### src/rtl/bidirectional_deserializer.sv
// Serial-to-parallel receiver: MSB- or LSB-first framing with a valid/ready output register.
// Optional even-parity bit per frame when DESER_PARITY_EN is defined.
module bidirectional_deserializer #(
    parameter int WIDTH = 8,
    localparam int CW = $clog2(WIDTH + 1)
) (
    input  logic             clock,
    input  logic             reset,
    input  logic             enable,
    input  logic             serialin,
    input  logic             shiftleft,
    input  logic             clear,
    input  logic             dataready,
    output logic [WIDTH-1:0] dataout,
    output logic             datavalid,
    output logic             overrun,
    output logic [CW-1:0]    bitcount,
    output logic             parityerr
);

`ifdef DESER_PARITY_EN
    typedef enum logic [1:0] {IDLE, RECV, PAR} state_t;
`else
    typedef enum logic [1:0] {IDLE, RECV} state_t;
`endif

    state_t           state_q, state_d;
    logic             dir_q, dir_d;
    logic [WIDTH-1:0] sr_q, sr_d;
    logic [CW-1:0]    cnt_q, cnt_d;
    logic [WIDTH-1:0] dout_q, dout_d;
    logic             valid_q, valid_d;
    logic             ovr_q, ovr_d;
    logic             perr_q, perr_d;

    logic             dir_eff;
    logic [WIDTH-1:0] shifted;
    logic             word_done;
    logic [WIDTH-1:0] word_new;
    logic             perr_new;

    // Direction is taken live on the first bit of a frame, latched thereafter.
    assign dir_eff = (state_q == IDLE) ? shiftleft : dir_q;
    assign shifted = dir_eff ? {sr_q[WIDTH-2:0], serialin}
                             : {serialin, sr_q[WIDTH-1:1]};

    always_comb begin
        state_d   = state_q;
        dir_d     = dir_q;
        sr_d      = sr_q;
        cnt_d     = cnt_q;
        dout_d    = dout_q;
        valid_d   = valid_q;
        ovr_d     = ovr_q;
        perr_d    = perr_q;
        word_done = 1'b0;
        word_new  = '0;
        perr_new  = 1'b0;

        if (clear) begin
            state_d = IDLE;
            sr_d    = '0;
            cnt_d   = '0;
            ovr_d   = 1'b0;
        end else if (enable) begin
            case (state_q)
`ifdef DESER_PARITY_EN
                PAR: begin
                    word_done = 1'b1;
                    word_new  = sr_q;
                    perr_new  = (^sr_q) ^ serialin;
                    state_d   = IDLE;
                end
`endif
                default: begin
                    if (state_q == IDLE) begin
                        dir_d = shiftleft;
                    end
                    sr_d = shifted;
                    if (cnt_q == CW'(WIDTH - 1)) begin
                        cnt_d = '0;
`ifdef DESER_PARITY_EN
                        state_d = PAR;
`else
                        word_done = 1'b1;
                        word_new  = shifted;
                        state_d   = IDLE;
`endif
                    end else begin
                        cnt_d   = cnt_q + CW'(1);
                        state_d = RECV;
                    end
                end
            endcase
        end

        if (valid_q && dataready) begin
            valid_d = 1'b0;
        end

        // A word completing while the previous one is still held and not being taken is dropped.
        if (word_done) begin
            if (!valid_q || dataready) begin
                dout_d  = word_new;
                perr_d  = perr_new;
                valid_d = 1'b1;
            end else begin
                ovr_d = 1'b1;
            end
        end
    end

    always_ff @(posedge clock) begin
        if (reset) begin
            state_q <= IDLE;
            dir_q   <= 1'b0;
            sr_q    <= '0;
            cnt_q   <= '0;
            dout_q  <= '0;
            valid_q <= 1'b0;
            ovr_q   <= 1'b0;
            perr_q  <= 1'b0;
        end else begin
            state_q <= state_d;
            dir_q   <= dir_d;
            sr_q    <= sr_d;
            cnt_q   <= cnt_d;
            dout_q  <= dout_d;
            valid_q <= valid_d;
            ovr_q   <= ovr_d;
            perr_q  <= perr_d;
        end
    end

    assign dataout   = dout_q;
    assign datavalid = valid_q;
    assign overrun   = ovr_q;
    assign bitcount  = cnt_q;
`ifdef DESER_PARITY_EN
    assign parityerr = perr_q;
`else
    assign parityerr = 1'b0;
`endif

endmodule

### config.mk
export PLATFORM = sky130hd
export DESIGN_NAME = bidirectional_deserializer
export DESIGN_NICKNAME = d
export VERILOG_FILES = /design/src/rtl/bidirectional_deserializer.sv
export SDC_FILE = /design/constraint.sdc
export NUM_CORES = 1
export LEC_CHECK = 0
export BUFFER_PORTS_ARGS = -buffer_cell sky130_fd_sc_hd__clkbuf_2
export CAP_MARGIN = 0
export CELL_PAD_IN_SITES_DETAIL_PLACEMENT = 0
export CELL_PAD_IN_SITES_GLOBAL_PLACEMENT = 1
export CORE_ASPECT_RATIO = 0.8
export CORE_MARGIN = 1
export CORE_UTILIZATION = 35
export CTS_CLUSTER_SIZE = 40
export DETAILED_ROUTE_END_ITERATION = 6
export PLACE_DENSITY = 0.75
export RECOVER_POWER = 50
export REMOVE_ABC_BUFFERS = 1
export SYNTH_ARGS = -nofsm -noshare
export SYNTH_HDL_FRONTEND = slang
export SYNTH_SLANG_ARGS = --single-unit
### constraint.sdc
create_clock -name clock -period 1.4 [get_ports clock]
set_input_delay 0.07 -clock clock [delete_from_list [all_inputs] [get_ports clock]]
set_output_delay 0.07 -clock clock [all_outputs]
set_load 0.02 [all_outputs]
# == After elaboration in Yosys (flattened, before gate mapping) ==
# Cells that the tools add are included.
# W data, S select, Z words.
# word_totals
reg_bits,25
input_bits,7
out_inout_bits,15
wordCells,33
# classes
n_addsub,1
eq_ne,1
mux,16
bitwise_logic,1
n_reduce_logical,7
# ops
op,n
$mux W8,4
$mux W1,11
$add A4 B1 Y4 const B,1
$eq A4 B3 Y1 const B,1
$mux W4,1
$reduce_and A2 Y1,2
$logic_not A2 Y1,1
$reduce_or A2 Y1,1
$logic_and A1 B1 Y1,1
$logic_not A1 Y1,1
$logic_or A1 B1 Y1,1
$not A1 Y1,1

# == Longest topological paths before layout ==
# Gate-level depths: netlist of the first run.
# logic_depth
ltp_word,6
depth_mapped,5
mapped_depth_nobuf,4

# == Least setup slack after synthesis of the first run ==
# No wires, ideal clock.
# synth_timing
path_type,reg2reg
startpoint,"reg cnt_q[0], in the netlist bitcount[0]"
endpoint,"reg dout_q[7], in the netlist dataout[7]"
setup_ps,143
arrival_time_ps,1346
t_required_ps,1257
path_slack_ps,-89
path_stages_with_launch,6
n_path_buf,1
synth_period_minus_slack_ps,1489
cell_sequence,dfxtp_1 ha_1 and4b_1 and3_1 buf_2 a211oi_2
# synth_via
elab_chain_cells,5
elab_cells_between_ends,8
classes_between,eq/ne (1); mux (6); reduce/logical (1)
# synth_rtl
element,line_no,source
start: declaration,30,"logic [CW-1:0] cnt_q, cnt_d;"
start signal: assignment,127,cnt_q <= cnt_d;
$eq A4 B3 Y1 *,80,if (cnt_q == CW'(WIDTH - 1)) begin
$mux W1,80,
$mux W1,65,end else if (enable) begin
$mux W1,60,if (clear) begin
$reduce_and A2 Y1 (no line),n/a,
end signal: assignment,128,dout_q <= dout_d;
end: declaration,31,"logic [WIDTH-1:0] dout_q, dout_d;"
# Mark *: on every way between the ends. The rest lies on a longest branch, timed or not.
# A chain may end at the register's enable or synchronous reset.

# == Worst setup path after layout of the first run ==
# layout_timing
startpoint,reg state_q[0]
endpoint,"reg dout_q[7], in the netlist dataout[7]"
# layout_via
elab_chain_cells,6
# layout_rtl
element,line_no,source
start: declaration,27,"state_t state_q, state_d;"
start signal: assignment,124,state_q <= state_d;
$logic_not A2 Y1,43,assign dir_eff = (state_q == IDLE) ? shiftleft : dir_q;
$mux W1,n/a,
$mux W8,44,"assign shifted = dir_eff ? {sr_q[WIDTH-2:0], serialin}"
$mux W8,80,
$mux W8,65,
$mux W8,60,
# No other way between the ends.

==> flow_summary.json, run 1 <==
{
  "synthSimpleGateAreaFrac_pct": 8.00,
  "synth_area_um2": 1020,
  "routed_wl_mm": 2.40,
  "seq_power_share_pct": 62.6,
  "design_area_um2": 1260,
  "rows": 17,
  "finalCritPeriodShare_pct": 95.6,
  "insertion_delay_ns": 0.31,
  "initial_core_util_pct": 36.8,
  "synth.top_cell.area_share_pct": 47.2,
  "core_area_um2": 2770,
  "grt_start_max_net_pins": 24,
  "critPathMaxFanout": 9,
  "cts_root_buffer": "clkbuf_4",
  "hold_violations": 0,
  "status": "completed",
  "h-tree-depth": 1,
  "io_buffers": 20,
  "pwr-share-comb_pct": 11.5,
  "hold_end": "overrun",
  "ctsLongestPathBuffers": 2,
  "numCtsBuffers": 3,
  "worst_setup_hold_path_clk_slew_ns": 0.12,
  "cp.arrival_ns": 1.54,
  "peakVddDrop_uv": 344,
  "synthCells": 102,
  "fin_skew_ns": 0.00169,
  "regToRegEndpoint": "dataout[7]",
  "sw_frac_of_total_pct": 24.7,
  "hold_slack_ns": 0.0665,
  "setup_viol": 0,
  "critical_path_required_ns": 1.60,
  "fin_tns_setup_ns": 0,
  "dr.pass1.iters": 4,
  "top_level_ports": 22,
  "fin_ws_ns": 0.0612,
  "placedCellCount": 158,
  "switchingPower_mw": 0.279,
  "drive_gt1_share_pct": 40.3,
  "internal_power_mw": 0.854,
  "crit_path_start_kind": "flip-flop",
  "area_growth_pct": 23.7,
  "p_clk_share_pct": 26.0,
  "r2r_start": "state_q[0]",
  "grt_pass1_wl_mm": 3.95,
  "synth-seq-area-share_pct": 47.2,
  "vias": 857,
  "pre_cts_slack_ns": -0.0694,
  "synth_xor_area_share_pct": 1.72,
  "antenna_cells": 0,
  "drcViolationCount": 0,
  "synth_top_family_by_area": "compound AO/OA/AOI/OAI gates",
  "rrSetupSlack_ns": 0.06,
  "grt.overflow.total": 0,
  "critPathLaunch": "state_q[0]",
  "cts_tree": "done",
  "dpl_cell_area_um2": 1190,
  "antenna_found_initial": 0,
  "synth_mux_area_share_pct": 11.1,
  "max_freq_ghz": 0.747,
  "period_needed_ns": 1.34,
  "finalNetCount": 134,
  "drtAntennaViolNets": 0,
  "synth_area_leaders": "dfxtp_1 47%, a211oi_2 9.8%, mux2i_1 8.9%",
  "grt_use_total_pct": 16.1,
  "mostFrequentLayoutCells": "22 x dfxtp_1, 18 x clkbuf_2, 11 x a21oi_1",
  "viasPerCell": 5.29,
  "worst_r2r_path_depth": 4,
  "hp-start": "dataready",
  "maxSlewViolCount": 0,
  "end_kind": "flip-flop",
  "dp_hpwl_mm": 1.65,
  "grt_pass1_vias": 849,
  "stdcell_count": 162,
  "synth_cell_types": 25,
  "cts.sinks": 24,
  "drtIter0Drc": 35,
  "wire_per_inst_um": 14.8,
  "min_path_cells": 4,
  "power_leakage_nw": 0.468,
  "final_core_util_pct": 45.5,
  "ys_ff_latch": 24,
  "cap_violations": 0,
  "layout_commonest_cell": "dfxtp_1",
  "synth_compound_area_share_pct": 25.6,
  "dieArea_um2": 3130,
  "syn_avg_cell_area_um2": 9.97,
  "die-height_um": 50.2,
  "die_w_um": 62.3,
  "synthAdderAreaFrac_pct": 1.23,
  "power_density_nw_per_um2": 900,
  "nFillCells": 285,
  "synth_top_cell_by_area": "dfxtp_1",
  "yosysWarnings": 0,
  "total_power_mw": 1.13,
  "crit_type": "flip-flop to flip-flop",
  "hp-class": "input port to flip-flop",
  "routabilityCongestion": 0.732
}
==> cells by family after synthesis <==
kind of cell | after synthesis
multiplexers | 10
XOR/XNOR | 2
other | 1
flip-flops | 24
buffers and inverters | 11
AO/OA/AOI/OAI | 37
AND/OR/NAND/NOR | 16
adder cells (fa/ha/maj) | 1
==> synthesized netlist by cell type, drive strengths merged <==
| library cell | number |
|---|---|
| dfxtp | 24 |
| a21oi | 11 |
| mux2i | 10 |
| a31oi | 9 |
| a211oi | 8 |
| o21ai | 8 |
| clkbuf | 5 |
| nor2 | 5 |
| buf | 4 |
| nand2 | 3 |
| inv | 2 |
| nor3 | 2 |
| a311oi | 1 |
| and3 | 1 |
| and4b | 1 |
| conb | 1 |
| ha | 1 |
| nand2b | 1 |
| nand4 | 1 |
| or2 | 1 |
| or3 | 1 |
| xnor2 | 1 |
| xor2 | 1 |
==> metal layers <==
layer	share of wire (%)	vias up	global-route usage [%]
met2	48	21	24.5
met3	4.1	8	4.09
met1	45	408	20.9
li1	-	420	-
met4	2.5	0	8.91
met5	0	-	0
==> state kept, by name (all words and copies together), names as in the netlist <==
name,cells
overrun,1
datavalid,1
state_q,1
dir_q,1
sr_q,8
bitcount,4
dataout,8
==> timing repair <==
item / CTS / global route
pin swaps: 0 / 2
resized for setup: 1 / 12
endpoints found under the setup margin: 8 / 13
hold buffers: 0 / 0
setup buffers: 0 / 1
==> how the worst max path moves through the flow <==
stage,endpoint,depth (start not counted)
floorplan,dataout[0],4
global placement,dataout[7],4
detailed placement,dataout[2],4
CTS,dataout[7],4
global route,dataout[5],5
finish,dataout[7],4
==> power groups by stage <==
stage | clock network, mW | registers (mW) | logic [mW]
2_1_floorplan | 0 | 0.723 | 0.0577
3_3_place_gp | 0 | 0.722 | 0.117
3_5_place_dp | 0 | 0.722 | 0.119
4_1_cts | 0.298 | 0.707 | 0.120
5_1_grt | 0.331 | 0.712 | 0.143
6_report | 0.294 | 0.709 | 0.130
==> critical path, stage by stage, from the launching register on <==
cell	delay, ns
dfxtp_1	0.41
mux2i_4	0.27
buf_12	0.16
mux2i_2	0.28
a211oi_2	0.10
==> layout make-up <==
class	count	area (µm²)	share of cell area [%]
multi-input cells	67	524	41.7
clock buffers	3	22.5	1.79
well taps	38	47.5	3.78
inverters	2	7.51	0.596
repair buffers	28	174	13.8
flip-flops and latches	24	483	38.4
Note: power is estimated with default switching activity, not from simulation.
==> inputs of run 2 (changes only) <==
==> constraint.sdc (replaced) <==
create_clock -name clock -period 1.4 [get_ports clock]
set_input_delay 0.35 -clock clock [delete_from_list [all_inputs] [get_ports clock]]
set_output_delay 0.35 -clock clock [all_outputs]
set_load 0.02 [all_outputs]
==> flow_summary.json, run 2 (synthesis results as in run 1) <==
{
  "fin_ws_ns": 0.0777,
  "max_stage_delay_ns": 0.38,
  "power_leakage_nw": 0.477,
  "initial_core_util_pct": 36.8,
  "cts_tree": "done",
  "rows": 17,
  "grt_start_max_net_pins": 15,
  "crit_path_start_kind": "flip-flop",
  "drtIter0Drc": 37,
  "max_freq_ghz": 0.756,
  "insertion_delay_ns": 0.32,
  "antenna_cells": 0,
  "finalNetCount": 138,
  "rsz0062_at_grt": "no",
  "ctsLongestPathBuffers": 2,
  "cts_root_buffer": "clkbuf_4",
  "placedCellCount": 162,
  "status": "completed",
  "routed_wl_mm": 2.38,
  "wire_per_inst_um": 14.2,
  "top_level_ports": 22,
  "dr.pass1.iters": 4,
  "vias": 845,
  "routabilityCongestion": 0.825,
  "period_needed_ns": 1.32,
  "h-tree-depth": 1,
  "critPathMaxFanout": 3,
  "critical_path_required_ns": 1.05,
  "cts.sinks": 24,
  "hp-class": "input port to flip-flop",
  "finalCritPeriodShare_pct": 94.4,
  "peakVddDrop_uv": 461,
  "antenna_found_initial": 0,
  "grt_pass1_wl_mm": 3.98,
  "grt_pass1_vias": 800,
  "path_delay_family": "flip-flops",
  "core_area_um2": 2770,
  "pre_cts_slack_ns": -0.0548,
  "design_area_um2": 1300,
  "end_kind": "output pin",
  "fin_skew_ns": 0.00617,
  "seqCellArea_um2": 484,
  "nFillCells": 281,
  "multi_input_area_um2": 517,
  "crit_type": "flip-flop to output pin",
  "power_density_nw_per_um2": 1030,
  "numCtsBuffers": 3,
  "drtAntennaViolNets": 0,
  "path_cells": "buf_4, clkbuf_2",
  "stdcell_count": 167,
  "drive_gt1_share_pct": 33.3,
  "dpl_cell_area_um2": 1220,
  "layout_commonest_cell": "dfxtp_1",
  "setup_viol": 0,
  "final_core_util_pct": 47.1,
  "viasPerCell": 5.06,
  "maxSlewViolCount": 0,
  "area_growth_pct": 27.9,
  "mostFrequentLayoutCells": "21 x dfxtp_1, 11 x a21oi_1, 11 x clkbuf_1",
  "dieArea_um2": 3130,
  "io_buffers": 20,
  "hold_violations": 0,
  "cp.arrival_ns": 0.97,
  "worst_setup_hold_path_clk_slew_ns": 0.13,
  "slowest_stage": "dfxtp_2",
  "die-height_um": 50.2,
  "dp_hpwl_mm": 1.70,
  "cap_violations": 0,
  "die_w_um": 62.3,
  "hold_buffers": 0,
  "drcViolationCount": 0,
  "grt_use_total_pct": 16.2,
  "grt.overflow.total": 0,
  "cp_num_buf_inv": 2
}
-- run 2: cell types whose count changed in the layout (fill, tap and decap cells not counted), moves of 3 or more --
cell	before	now
clkbuf_2	18	9
mux2i_2	6	3
clkbuf_1	2	11
buf_4	6	9
mux2i_1	3	6
-- run 2: worst paths after layout --
path                                  start  slack, ns  cells after the start          end
worst min register to register  bitcount[3]       0.50                      2  bitcount[3]
worst min-delay path                 enable       0.26                      2      sr_q[7]
worst max-delay path            bitcount[1]       0.08                      2  bitcount[1]
worst max register to register   state_q[0]       0.08                      4   dataout[6]
-- run 2: per-stage QoR --
stage	setup TNS, ns	hold WS, ns	total power, mW
global route	0	0.254	1.40
CTS	0	0.262	1.34
floorplan	-2.77	0.415	0.781
finish	0	0.256	1.35
global placement	-0.0740	0.453	0.846
detailed placement	-0.414	0.479	0.847
-- run 2: layout make-up --
| type | count | area share [%] |
|---|---|---|
| repair buffers | 32 | 14.8 |
| multi-input cells | 67 | 39.7 |
| flip-flops and latches | 24 | 37.2 |
| clock buffers | 3 | 1.73 |
| clock inverters | 1 | 2.31 |
| inverters | 2 | 0.577 |
| well taps | 38 | 3.65 |
-- run 2: what timing repair did --
action,in CTS,in global routing
setup buffers,0,1
resized for setup,1,10
pin swaps,0,1
gates cloned,0,0
endpoints found under the setup margin,8,12
-- run 2: report_power, final --
group | switching, mW | leakage [nW] | internal, mW
logic | 0.0715 | 0.253 | 0.0592
registers | 0.0118 | 0.196 | 0.697
clock network | 0.217 | 0.0279 | 0.289
-- run 2: metal layers --
| metal | global-route usage, % | share of wire (%) |
|---|---|---|
| met1 | 23.0 | 52 |
| met2 | 24.9 | 43 |
| met3 | 3.64 | 4.0 |
| met4 | 3.49 | 1.4 |
| met5 | 0 | 0 |
